File: config.mk
export PLATFORM = sky130hd
export DESIGN_NAME = microwave_timer_ctrl
export DESIGN_NICKNAME = d
export VERILOG_FILES = /design/src/rtl/microwave_timer_ctrl.sv
export SDC_FILE = /design/constraint.sdc
export NUM_CORES = 1
export LEC_CHECK = 0
export ABC_AREA = 1
export BUFFER_PORTS_ARGS = -buffer_cell sky130_fd_sc_hd__buf_2
export CAP_MARGIN = 20
export CORE_MARGIN = 2
export CORE_UTILIZATION = 50
export CTS_CLUSTER_DIAMETER = 40
export DETAILED_ROUTE_END_ITERATION = 8
export PLACE_DENSITY = 0.71
export SLEW_MARGIN = 20
export SYNTH_ARGS = -nofsm -noshare
export SYNTH_HDL_FRONTEND = slang
export SYNTH_SLANG_ARGS = --single-unit
File: constraint.sdc
create_clock -name clk -period 3.65 [get_ports clk]
set_input_delay 0.365 -clock clk [delete_from_list [all_inputs] [get_ports clk]]
set_output_delay 0.365 -clock clk [all_outputs]
set_load 0.02 [all_outputs]
File: src/rtl/microwave_timer_ctrl.sv
// Cook sequencer for the mm:ss countdown chain: button edge detection,
// one-second prescaler, and the IDLE/RUNNING/PAUSED/DONE FSM with registered strobes.
module microwave_timer_ctrl #(
    parameter int TICK_DIV   = 100,
    parameter int DONE_TICKS = 3
) (
    input  logic       clk,
    input  logic       clr,
    input  logic       startn,
    input  logic       stopn,
    input  logic       door_closed,
    input  logic       load_req,
    input  logic       count_zero,
    output logic       loadn,
    output logic       en,
    output logic       clrn_cnt,
    output logic       mag_on,
    output logic       done,
    output logic [1:0] state
);

    localparam int PW = $clog2(TICK_DIV);
    localparam int DW = $clog2(DONE_TICKS + 1);
    localparam logic [PW-1:0] PRESC_MAX = PW'(TICK_DIV - 1);
    localparam logic [DW-1:0] DONE_LAST = DW'(DONE_TICKS - 1);

    typedef enum logic [1:0] {
        ST_IDLE  = 2'b00,
        ST_RUN   = 2'b01,
        ST_PAUSE = 2'b10,
        ST_DONE  = 2'b11
    } state_e;

    state_e        state_q, state_d;
    logic [PW-1:0] presc_q, presc_d;
    logic [DW-1:0] tick_cnt_q, tick_cnt_d;
    logic          loadn_q, loadn_d;
    logic          en_q, en_d;
    logic          clrn_q, clrn_d;
    logic          mag_q, mag_d;
    logic          done_q, done_d;
    logic          startn_q, stopn_q;

    logic          start_ev, stop_ev, tick;
    logic [PW-1:0] presc_inc;

    assign start_ev  = startn_q & ~startn;
    assign stop_ev   = stopn_q & ~stopn;
    assign tick      = (presc_q == PRESC_MAX);
    assign presc_inc = tick ? '0 : presc_q + PW'(1);

    always_comb begin
        state_d    = state_q;
        presc_d    = presc_q;
        tick_cnt_d = tick_cnt_q;
        loadn_d    = 1'b1;
        en_d       = 1'b0;
        clrn_d     = 1'b1;
        unique case (state_q)
            ST_IDLE: begin
                presc_d    = '0;
                tick_cnt_d = '0;
                // Clear beats load beats start so the three strobes stay exclusive.
                if (stop_ev)
                    clrn_d = 1'b0;
                else if (load_req)
                    loadn_d = 1'b0;
                else if (start_ev && door_closed && !count_zero)
                    state_d = ST_RUN;
            end
            ST_RUN: begin
                if (!door_closed || stop_ev) begin
                    state_d = ST_PAUSE;
                end else if (count_zero) begin
                    state_d    = ST_DONE;
                    presc_d    = '0;
                    tick_cnt_d = '0;
                end else begin
                    presc_d = presc_inc;
                    en_d    = tick;
                end
            end
            ST_PAUSE: begin
                // Prescaler is deliberately held so a resumed cook keeps its phase.
                if (stop_ev) begin
                    state_d = ST_IDLE;
                    clrn_d  = 1'b0;
                end else if (load_req) begin
                    loadn_d = 1'b0;
                end else if (start_ev && door_closed) begin
                    state_d = ST_RUN;
                end
            end
            ST_DONE: begin
                if (stop_ev || !door_closed) begin
                    state_d = ST_IDLE;
                end else begin
                    presc_d = presc_inc;
                    if (tick) begin
                        if (tick_cnt_q == DONE_LAST) begin
                            state_d    = ST_IDLE;
                            tick_cnt_d = '0;
                        end else begin
                            tick_cnt_d = tick_cnt_q + DW'(1);
                        end
                    end
                end
            end
            default: state_d = ST_IDLE;
        endcase
        mag_d  = (state_d == ST_RUN);
        done_d = (state_d == ST_DONE);
    end

    always_ff @(posedge clk) begin
        if (clr) begin
            state_q    <= ST_IDLE;
            presc_q    <= '0;
            tick_cnt_q <= '0;
            loadn_q    <= 1'b1;
            en_q       <= 1'b0;
            clrn_q     <= 1'b1;
            mag_q      <= 1'b0;
            done_q     <= 1'b0;
            startn_q   <= 1'b1;
            stopn_q    <= 1'b1;
        end else begin
            state_q    <= state_d;
            presc_q    <= presc_d;
            tick_cnt_q <= tick_cnt_d;
            loadn_q    <= loadn_d;
            en_q       <= en_d;
            clrn_q     <= clrn_d;
            mag_q      <= mag_d;
            done_q     <= done_d;
            startn_q   <= startn;
            stopn_q    <= stopn;
        end
    end

    assign loadn    = loadn_q;
    assign en       = en_q;
    assign clrn_cnt = clrn_q;
    assign mag_on   = mag_q;
    assign done     = done_q;
    assign state    = state_q;

    a_en_only_running: assert property (@(posedge clk) disable iff (clr)
        !(en_q && state_q != ST_RUN));
    a_strobes_exclusive: assert property (@(posedge clk) disable iff (clr)
        $onehot0({~loadn_q, en_q, ~clrn_q}));

endmodule

==> results of run 1 <==
sequential cells by signal, indices dropped and copies added (netlist names):
register / count
presc_q: 7
state: 2
done: 1
startn_q: 1
clrn_cnt: 1
tick_cnt_q: 2
loadn: 1
mag_on: 1
stopn_q: 1
en: 1
area by class of cell:
cell class / count / area share
flip-flops and latches: 18 / 0.340
repair buffers: 13 / 0.0615
well taps: 25 / 0.0296
inverters: 23 / 0.0816
multi-input cells: 101 / 0.453
clock buffers: 4 / 0.0343
metal layers:
metal / wire (um) / share of wire / global-route usage
met5: 0 / 0 / 0
met1: 927 / 0.51 / 0.251
met2: 789 / 0.44 / 0.279
met3: 47 / 0.026 / 0.0346
met4: 42 / 0.023 / 0.106
report_power, final:
part           total (mW)  leakage, nW  internal (mW)  switching, mW
Clock               0.125       0.0210         0.0609         0.0640
Combinational      0.0541        0.331         0.0180         0.0361
Sequential          0.208        0.146          0.204        0.00464
Total               0.387        0.498          0.282          0.105
final timing paths:
path / cells after the start / endpoint / from / slack [ps]
worst max-delay path: 8 / state[0] / presc_q[0] / 2220
worst min register to register: 1 / clrn_cnt / stopn_q / 450
worst max register to register: 8 / state[0] / presc_q[0] / 2220
worst min-delay path: 2 / startn_q / startn / 260
cells in the final DEF, fill, tap and decap left out:
cell type and n:
nor3_1 1, clkbuf_4 3, inv_1 20, nand2_1 40
clkbuf_8 1, nor2_4 1, buf_2 13, nor2_2 2
nand3_1 13, nand2_2 4, nand3_2 2, nand4_1 3
a21oi_1 8, nand2_4 1, ha_1 1, o21ai_2 1
nor2_1 18, dfxtp_1 18, inv_2 3, or2_2 1
o21ai_1 1, o21ai_0 4
per-stage QoR:
step / std cells / utilization / setup slack [ps]
after global routing: 184 / 0.606 / 2030
final: 184 / 0.606 / 2220
after global placement: 180 / 0.586 / 2310
after detailed placement: 180 / 0.586 / 2230
after floorplan: 143 / - / 2380
after CTS: 184 / 0.606 / 2210
logic make-up after synthesis:
group / share of synthesized area
buf+inv: 0.0969
flops: 0.388
fa+ha+maj: 0.0135
compound gates: 0.0794
simple gates: 0.423
==> impl_metrics.ini, run 1 <==
[synthesis]
synth_common_cells = 40 x nand2_1, 20 x inv_1, 18 x dfxtp_1, 18 x nor2_1, 13 x nand3_1
yosys_warnings = 0
synth_cells = 143
avgSynthCellArea_um2 = 6.50
yosysTopAreaCell = dfxtp_1
synth-main-ff-cell = dfxtp_1
synthArstFlopShare = 0
netlist_area_um2 = 930
synth_area_leaders = dfxtp_1 39%, nand2_1 16%, inv_1 8.1%
synth_top_area_frac = 0.388
ys_seq_elements = 18
ys_types = 20
yosysMostFrequentCell = nand2_1
synth_edf_count = 0
synthesis.nets = 151
synth-seq-area-share = 0.388

[final_layout]
stdcell_area_mm2 = 0.00106
seq_area_um2 = 360
diodes = 0
nets = 168
area_delta_synth_final_pct = 13.9
drive_above_1_share = 0.201
multi_input_area_um2 = 479
fillCellCount = 175

[placed_design]
place_hpwl_mm = 1.38
place.gp.congestion = 0.808
placed_area_mm2 = 0.00102
port_buffers = 13

[pwr]
p_leak_nw = 0.498
powerDensity_mw_per_mm2 = 366
ir_drop_mv = 0.193
totalPowerFinal_mw = 0.387

[clock_network]
insertion_delay_ps = 300
cts_num_sinks = 18
postCtsSetupRepairBufs = 0
clk_path_buf_depth = 2
cts.repair.resized = 0
numCtsBuffers = 3
cts_hold_buf = 0
root_buffer = clkbuf_4
htreeDepth = 1
cts_tree = built
clk_pin_slew_ps = 110

[die]
core_area_mm2 = 0.00175
ios = 14
start_util = 0.533
die_area_mm2 = 0.00222
row_count = 15
die_width_um = 47.1
die_h_um = 47.1

[grt]
antenna_found_initial = 0
grt_pass1_vias = 706
grt_pass1_wl_mm = 2.90
grt_usage = 0.186
grt_max_degree = 11
grt_overflow = 0

[drt]
postRouteAntennaNets = 0
firstDrtPassIters = 4
drt-initial-drc-count = 14
vias = 905
drt_wl_total_mm = 1.81
wl_per_cell_um = 9.82
drc_errors = 0
vias_per_cell = 4.92

[critical_path]
worstSetupStartpointType = register
crit_top_cell = nand2_1
crit_fanout = 6
cp.required_ps = 3850
path_buf_inv = 2
setup.worst_path.class = reg2reg
max_stage_delay_ps = 430
critPathArrivalTime_ps = 1640
end_kind = register
cp_slowest_cell = dfxtp_1
crit_chain = ha_1 > nand2_1 > inv_1 > nand3_2 > o21ai_2 > nand2_1 > nand2_1 > inv_1
cp_top_family = flip-flops

[timing]
slew_viol_final = 0
rsz0062_at_grt = false
relSlewSlack = 0.762
fin_worst_skew_ps = 3.77
timing.setup.tns_ps = 0
whs_ps = 264
hold_viol = 0
setup_violations = 0
fmax_ghz = 0.698
tightest_slew_ps = 353
period_share = 0.393
period_needed_ps = 1430

[run]
maxCapViolations = 0

[outcome]
run_status = completed

[worst_hold_path]
hp-class = in2reg
No activity file was read; power rests on OpenSTA's default activity.
==> run 2: changes to the inputs <==
--- a/config.mk
+++ b/config.mk
@@ -5,14 +5,14 @@
 export SDC_FILE = /design/constraint.sdc
 export NUM_CORES = 1
 export LEC_CHECK = 0
-export ABC_AREA = 1
+export ABC_AREA = 0
 export BUFFER_PORTS_ARGS = -buffer_cell sky130_fd_sc_hd__buf_2
 export CAP_MARGIN = 20
 export CORE_MARGIN = 2
 export CORE_UTILIZATION = 50
 export CTS_CLUSTER_DIAMETER = 40
 export DETAILED_ROUTE_END_ITERATION = 8
-export PLACE_DENSITY = 0.71
+export PLACE_DENSITY = 0.72
 export SLEW_MARGIN = 20
 export SYNTH_ARGS = -nofsm -noshare
 export SYNTH_HDL_FRONTEND = slang
==> constraint.sdc (replaced) <==
create_clock -name clk -period 1.5 [get_ports clk]
set_input_delay 0.15 -clock clk [delete_from_list [all_inputs] [get_ports clk]]
set_output_delay 0.15 -clock clk [all_outputs]
set_load 0.02 [all_outputs]
==> impl_metrics.ini, run 2 <==
[outcome]
run_status = finished, violations left
violations = negative setup slack

[synthesis]
yosysMostFrequentCell = dfxtp_1
netlist_area_um2 = 866
yosys_warnings = 0
synthesis.nets = 106
synth_cells = 98
synth_common_cells = 18 x dfxtp_1, 8 x nand2_1, 8 x nand3_1
synth_area_leaders = dfxtp_1 42%, nand3_1 4.6%, a31oi_1 3.6%
synth_edf_count = 0
yosysTopAreaCell = dfxtp_1
avgSynthCellArea_um2 = 8.84
synth-main-ff-cell = dfxtp_1
synth-seq-area-share = 0.416
ys_seq_elements = 18
synth_top_area_frac = 0.416
synthArstFlopShare = 0
ys_types = 36

[die]
core_area_mm2 = 0.00167
die_area_mm2 = 0.00208
die_width_um = 45.6
ios = 14
row_count = 15
die_h_um = 45.6
start_util = 0.518

[grt]
grt_pass1_wl_mm = 3.22
antenna_found_initial = 0
grt_usage = 0.219
grt_max_degree = 13
grt_pass1_vias = 738
grt_overflow = 0

[timing]
layout_setup_ws_ps = -136
fmax_ghz = 0.611
slew_viol_final = 0
relSlewSlack = 0.778
tightest_slew_ps = 332
period_share = 1.09
rsz0062_at_grt = true
period_needed_ps = 1640
hold_viol = 0
setup_violations = 9
fin_worst_skew_ps = 5.60

[clock_network]
root_buffer = clkbuf_4
cts_tree = built
postCtsSetupRepairBufs = 0
clk_pin_slew_ps = 100
htreeDepth = 1
insertion_delay_ps = 290
cts_num_sinks = 18
clk_path_buf_depth = 2
numCtsBuffers = 3

[drt]
firstDrtPassIters = 4
highest_layer = met4
wl_per_cell_um = 14.6
met2_length_um = 994
drt_wl_total_mm = 2.12
drt-initial-drc-count = 30
dr_wl_met3_um = 115
vias_per_cell = 6.11
postRouteAntennaNets = 0
wl_met1_um = 978
vias = 886
drc_errors = 0

[pwr]
clkPwrFrac = 0.269
totalPowerFinal_mw = 0.869
p_sw_frac = 0.265
power_frac_comb = 0.162
p_int_mw = 0.639
ir_drop_mv = 0.583
p_switching_mw = 0.230
powerDensity_mw_per_mm2 = 741
p_leak_nw = 0.435
p_seq_frac = 0.569

[final_layout]
nets = 138
multi_input_area_um2 = 542
layout_commonest_cell = buf_4
area_delta_synth_final_pct = 35.5
drive_above_1_share = 0.414
largest_register_ff_count = 7
seq_area_um2 = 365
stdcell_area_mm2 = 0.00117
top_register = presc_q
final_cell_mix = 17 x buf_4, 14 x dfxtp_1, 13 x buf_2
diodes = 0
fillCellCount = 131

[critical_path]
cp_slowest_cell = or3_4
cp_num_cells = 5
end_kind = register
cp.required_ps = 1700
crit_chain = ha_4 > nand4b_1 > or3_4 > o311ai_4 > a2bb2o_4
r2r_cells = 5
setup.worst_path.class = reg2reg
critPathArrivalTime_ps = 1840
crit_fanout = 5
path_buf_inv = 0
worstSetupStartpointType = register
cp_top_family = simple AND/OR/NAND/NOR gates
max_stage_delay_ps = 440

[worst_hold_path]
holdPathStages = 2
hp-class = in2reg

[placed_design]
place_hpwl_mm = 1.54
place.gp.congestion = 0.844
port_buffers = 13
placed_area_mm2 = 0.00109

[run]
maxCapViolations = 0
[run 2: worst paths after layout]
| check | endpoint | slack, ps | from |
|---|---|---|---|
| worst max-delay path | tick_cnt_q[1] | -140 | presc_q[1] |
| worst max register to register | tick_cnt_q[1] | -140 | presc_q[1] |
| worst min register to register | presc_q[4] | 550 | presc_q[4] |
| worst min-delay path | loadn | 30 | load_req |
[run 2: per-stage QoR]
stage | cells | setup TNS, ps | hold slack [ps] | setup WS, ps | util
2_1_floorplan | 98 | -485 | 222 | -167 | -
3_3_place_gp | 142 | -308 | 339 | -74.6 | 0.655
3_5_place_dp | 142 | -553 | 340 | -106 | 0.655
4_1_cts | 145 | -471 | 35.6 | -93.5 | 0.681
5_1_grt | 145 | -1440 | 30.1 | -181 | 0.703
6_report | 145 | -749 | 34.3 | -136 | 0.703
[run 2: kinds of logic after synthesis]
| kind of cell | after synthesis | synth area share |
|---|---|---|
| and+or+nand+nor | 43 | 0.277 |
| AOI/OAI and AO/OA | 27 | 0.241 |
| DFF | 18 | 0.416 |
| buffers and inverters | 9 | 0.0506 |
| adders and majority gates | 1 | 0.0144 |
[run 2: cell type report]
type	instances	share of cell area
flip-flops and latches	18	0.311
inverters	5	0.0160
multi-input cells	71	0.462
clock buffers	3	0.0192
well taps	17	0.0181
repair buffers	31	0.174
[run 2: power by group through the flow]
stage / registers, mW / clock network [mW] / logic, mW
3_5_place_dp: 0.506 / 0 / 0.132
3_3_place_gp: 0.506 / 0 / 0.130
2_1_floorplan: 0.519 / 0 / 0.0658
4_1_cts: 0.495 / 0.240 / 0.135
5_1_grt: 0.497 / 0.269 / 0.152
6_report: 0.495 / 0.233 / 0.141
[run 2: worst reg2reg max path: cells and delay by family, from the launching register on]
kind | cells | cell delay, ps
flip-flops | 1 | 370
adder cells (fa/ha/maj) | 1 | 140
AO/OA/AOI/OAI | 2 | 520
AND/OR/NAND/NOR | 2 | 520
[run 2: layer usage]
metal | vias to the layer above | global-route usage
li1 | 434 | -
met2 | 33 | 0.301
met3 | 4 | 0.0516
met5 | - | 0
met1 | 415 | 0.312
met4 | 0 | 0.112
[run 2: repair_timing]
| item | 4_1_cts | 5_1_grt |
|---|---|---|
| gates resized for setup | 5 | 5 |
| pin swaps | 1 | 1 |
| hold buffers | 0 | 0 |
| endpoints found under the setup margin | 9 | 12 |
==> run 3: changes to the inputs <==
--- a/config.mk
+++ b/config.mk
@@ -12,6 +12,7 @@
 export CORE_UTILIZATION = 50
 export CTS_CLUSTER_DIAMETER = 40
 export DETAILED_ROUTE_END_ITERATION = 8
+export GPL_TIMING_DRIVEN = 0
 export PLACE_DENSITY = 0.72
 export SLEW_MARGIN = 20
 export SYNTH_ARGS = -nofsm -noshare
==> impl_metrics.ini, run 3 (synthesis gave the netlist of run 2 again) <==
[outcome]
run_status = finished, violations left
violations = negative setup slack

[final_layout]
fillCellCount = 130
drive_above_1_share = 0.369
top_register = presc_q
diodes = 0
nets = 131
final_cell_mix = 14 x dfxtp_1, 13 x buf_2, 8 x buf_4, 8 x nand2_1, 8 x nand3_1
layout_commonest_cell = dfxtp_1
seq_area_um2 = 373
area_delta_synth_final_pct = 32.2
largest_register_ff_count = 7
multi_input_area_um2 = 541
fin_cells = 139

[grt]
grt_pass1_vias = 751
grt_overflow = 0
antenna_found_initial = 0
grt_usage = 0.212
grt_max_degree = 11
grt_pass1_wl_mm = 3.13

[die]
die_h_um = 45.6
core_area_mm2 = 0.00167
die_width_um = 45.6
row_count = 15
die_area_mm2 = 0.00208
ios = 14
start_util = 0.518

[critical_path]
cp.required_ps = 1710
max_stage_delay_ps = 370
path_buf_inv = 1
crit_fanout = 4
startpoint = presc_q[0]
worstSetupStartpointType = register
worstReg2RegStart = presc_q[0]
critPathArrivalTime_ps = 1840
setup.worst_path.class = reg2reg
cp_top_family = compound AO/OA/AOI/OAI gates
end_kind = register
crit_chain = ha_4 > nand4b_1 > or3_4 > buf_8 > o311ai_4 > a2bb2o_4
cp_slowest_cell = dfxtp_4

[pwr]
totalPowerFinal_mw = 0.920
powerDensity_mw_per_mm2 = 804
ir_drop_mv = 0.515
p_leak_nw = 0.410

[clock_network]
cts_tree = built
htreeDepth = 1
numCtsBuffers = 3
cts_hold_buf = 0
clk_path_buf_depth = 2
root_buffer = clkbuf_4
clk_pin_slew_ps = 100
insertion_delay_ps = 300
cts_num_sinks = 18

[placed_design]
port_buffers = 13
place.gp.congestion = 0.828
place_inst = 128
place_hpwl_mm = 1.34

[drt]
drt-initial-drc-count = 29
vias = 839
drt_wl_total_mm = 1.96
wl_per_cell_um = 14.1
firstDrtPassIters = 4
postRouteAntennaNets = 0
vias_per_cell = 6.04
drc_errors = 0

[timing]
fin_worst_skew_ps = 3.30
slew_viol_final = 0
period_share = 1.09
setup_violations = 10
hold_viol = 0
relSlewSlack = 0.654
layout_setup_ws_ps = -138
tightest_slew_ps = 516
period_needed_ps = 1640
timing.setup.tns_ps = -661
rsz0062_at_grt = true
fmax_ghz = 0.611

[run]
maxCapViolations = 0

[worst_hold_path]
worstHoldStart = load_req
hp-class = in2reg
[run 3: cell types whose count changed in the layout (fill, tap and decap cells not counted)]
cell / change
a32oi_1: +1
buf_8: +1
dfxtp_2: -3
buf_4: -9
nor2b_1: -1
dfxtp_4: +3
a32oi_2: -1
clkbuf_8: +1
nor2b_2: +1
nor3_4: +1
a21oi_2: -2
clkbuf_1: +1
nor3_1: -1
a21oi_1: +2
[run 3: where the power goes]
group          total, mW  internal (mW)  switching [mW]
combinational      0.123         0.0446          0.0786
sequential         0.494          0.486         0.00825
clock              0.303          0.148           0.154
[run 3: timing repair]
item	4_1_cts	5_1_grt
resized for setup	8	7
endpoints found under the setup margin	11	14
pin swaps	7	3
setup buffers	6	1
gates cloned	0	0
[run 3: path summary, 6_finish.rpt]
path / endpoint / slack [ps] / cells after the start
worst max-delay path: tick_cnt_q[1] / -140 / 6
worst max register to register: tick_cnt_q[1] / -140 / 6
worst min register to register: presc_q[4] / 530 / 2
worst min-delay path: loadn / 30 / 2
[run 3: routing by layer]
layer	global-route usage	share of wire	vias up	routed length [um]
met3	0.0516	0.057	3	112
met5	0	0	-	0
met1	0.229	0.43	382	839
li1	-	-	424	-
met4	0.106	0.013	0	25
met2	0.377	0.50	30	986
[run 3: layout make-up]
cell class	count	area share
Inverter	5	0.0164
Multi-Input combinational cell	71	0.472
Buffer	4	0.0328
Tap cell	17	0.0186
Sequential cell	18	0.326
Timing Repair Buffer	20	0.103
Clock buffer	4	0.0317
[run 3: metrics by stage]
stage | worst slack (ps) | instance area (um2) | hold slack, ps | utilization
after floorplan | -167 | 901 | 222 | -
after global placement | -228 | 987 | 338 | 0.591
after detailed placement | -256 | 987 | 349 | 0.591
after CTS | -166 | 1100 | 34.5 | 0.656
after global routing | -181 | 1140 | 31.7 | 0.685
final | -138 | 1140 | 33.9 | 0.685
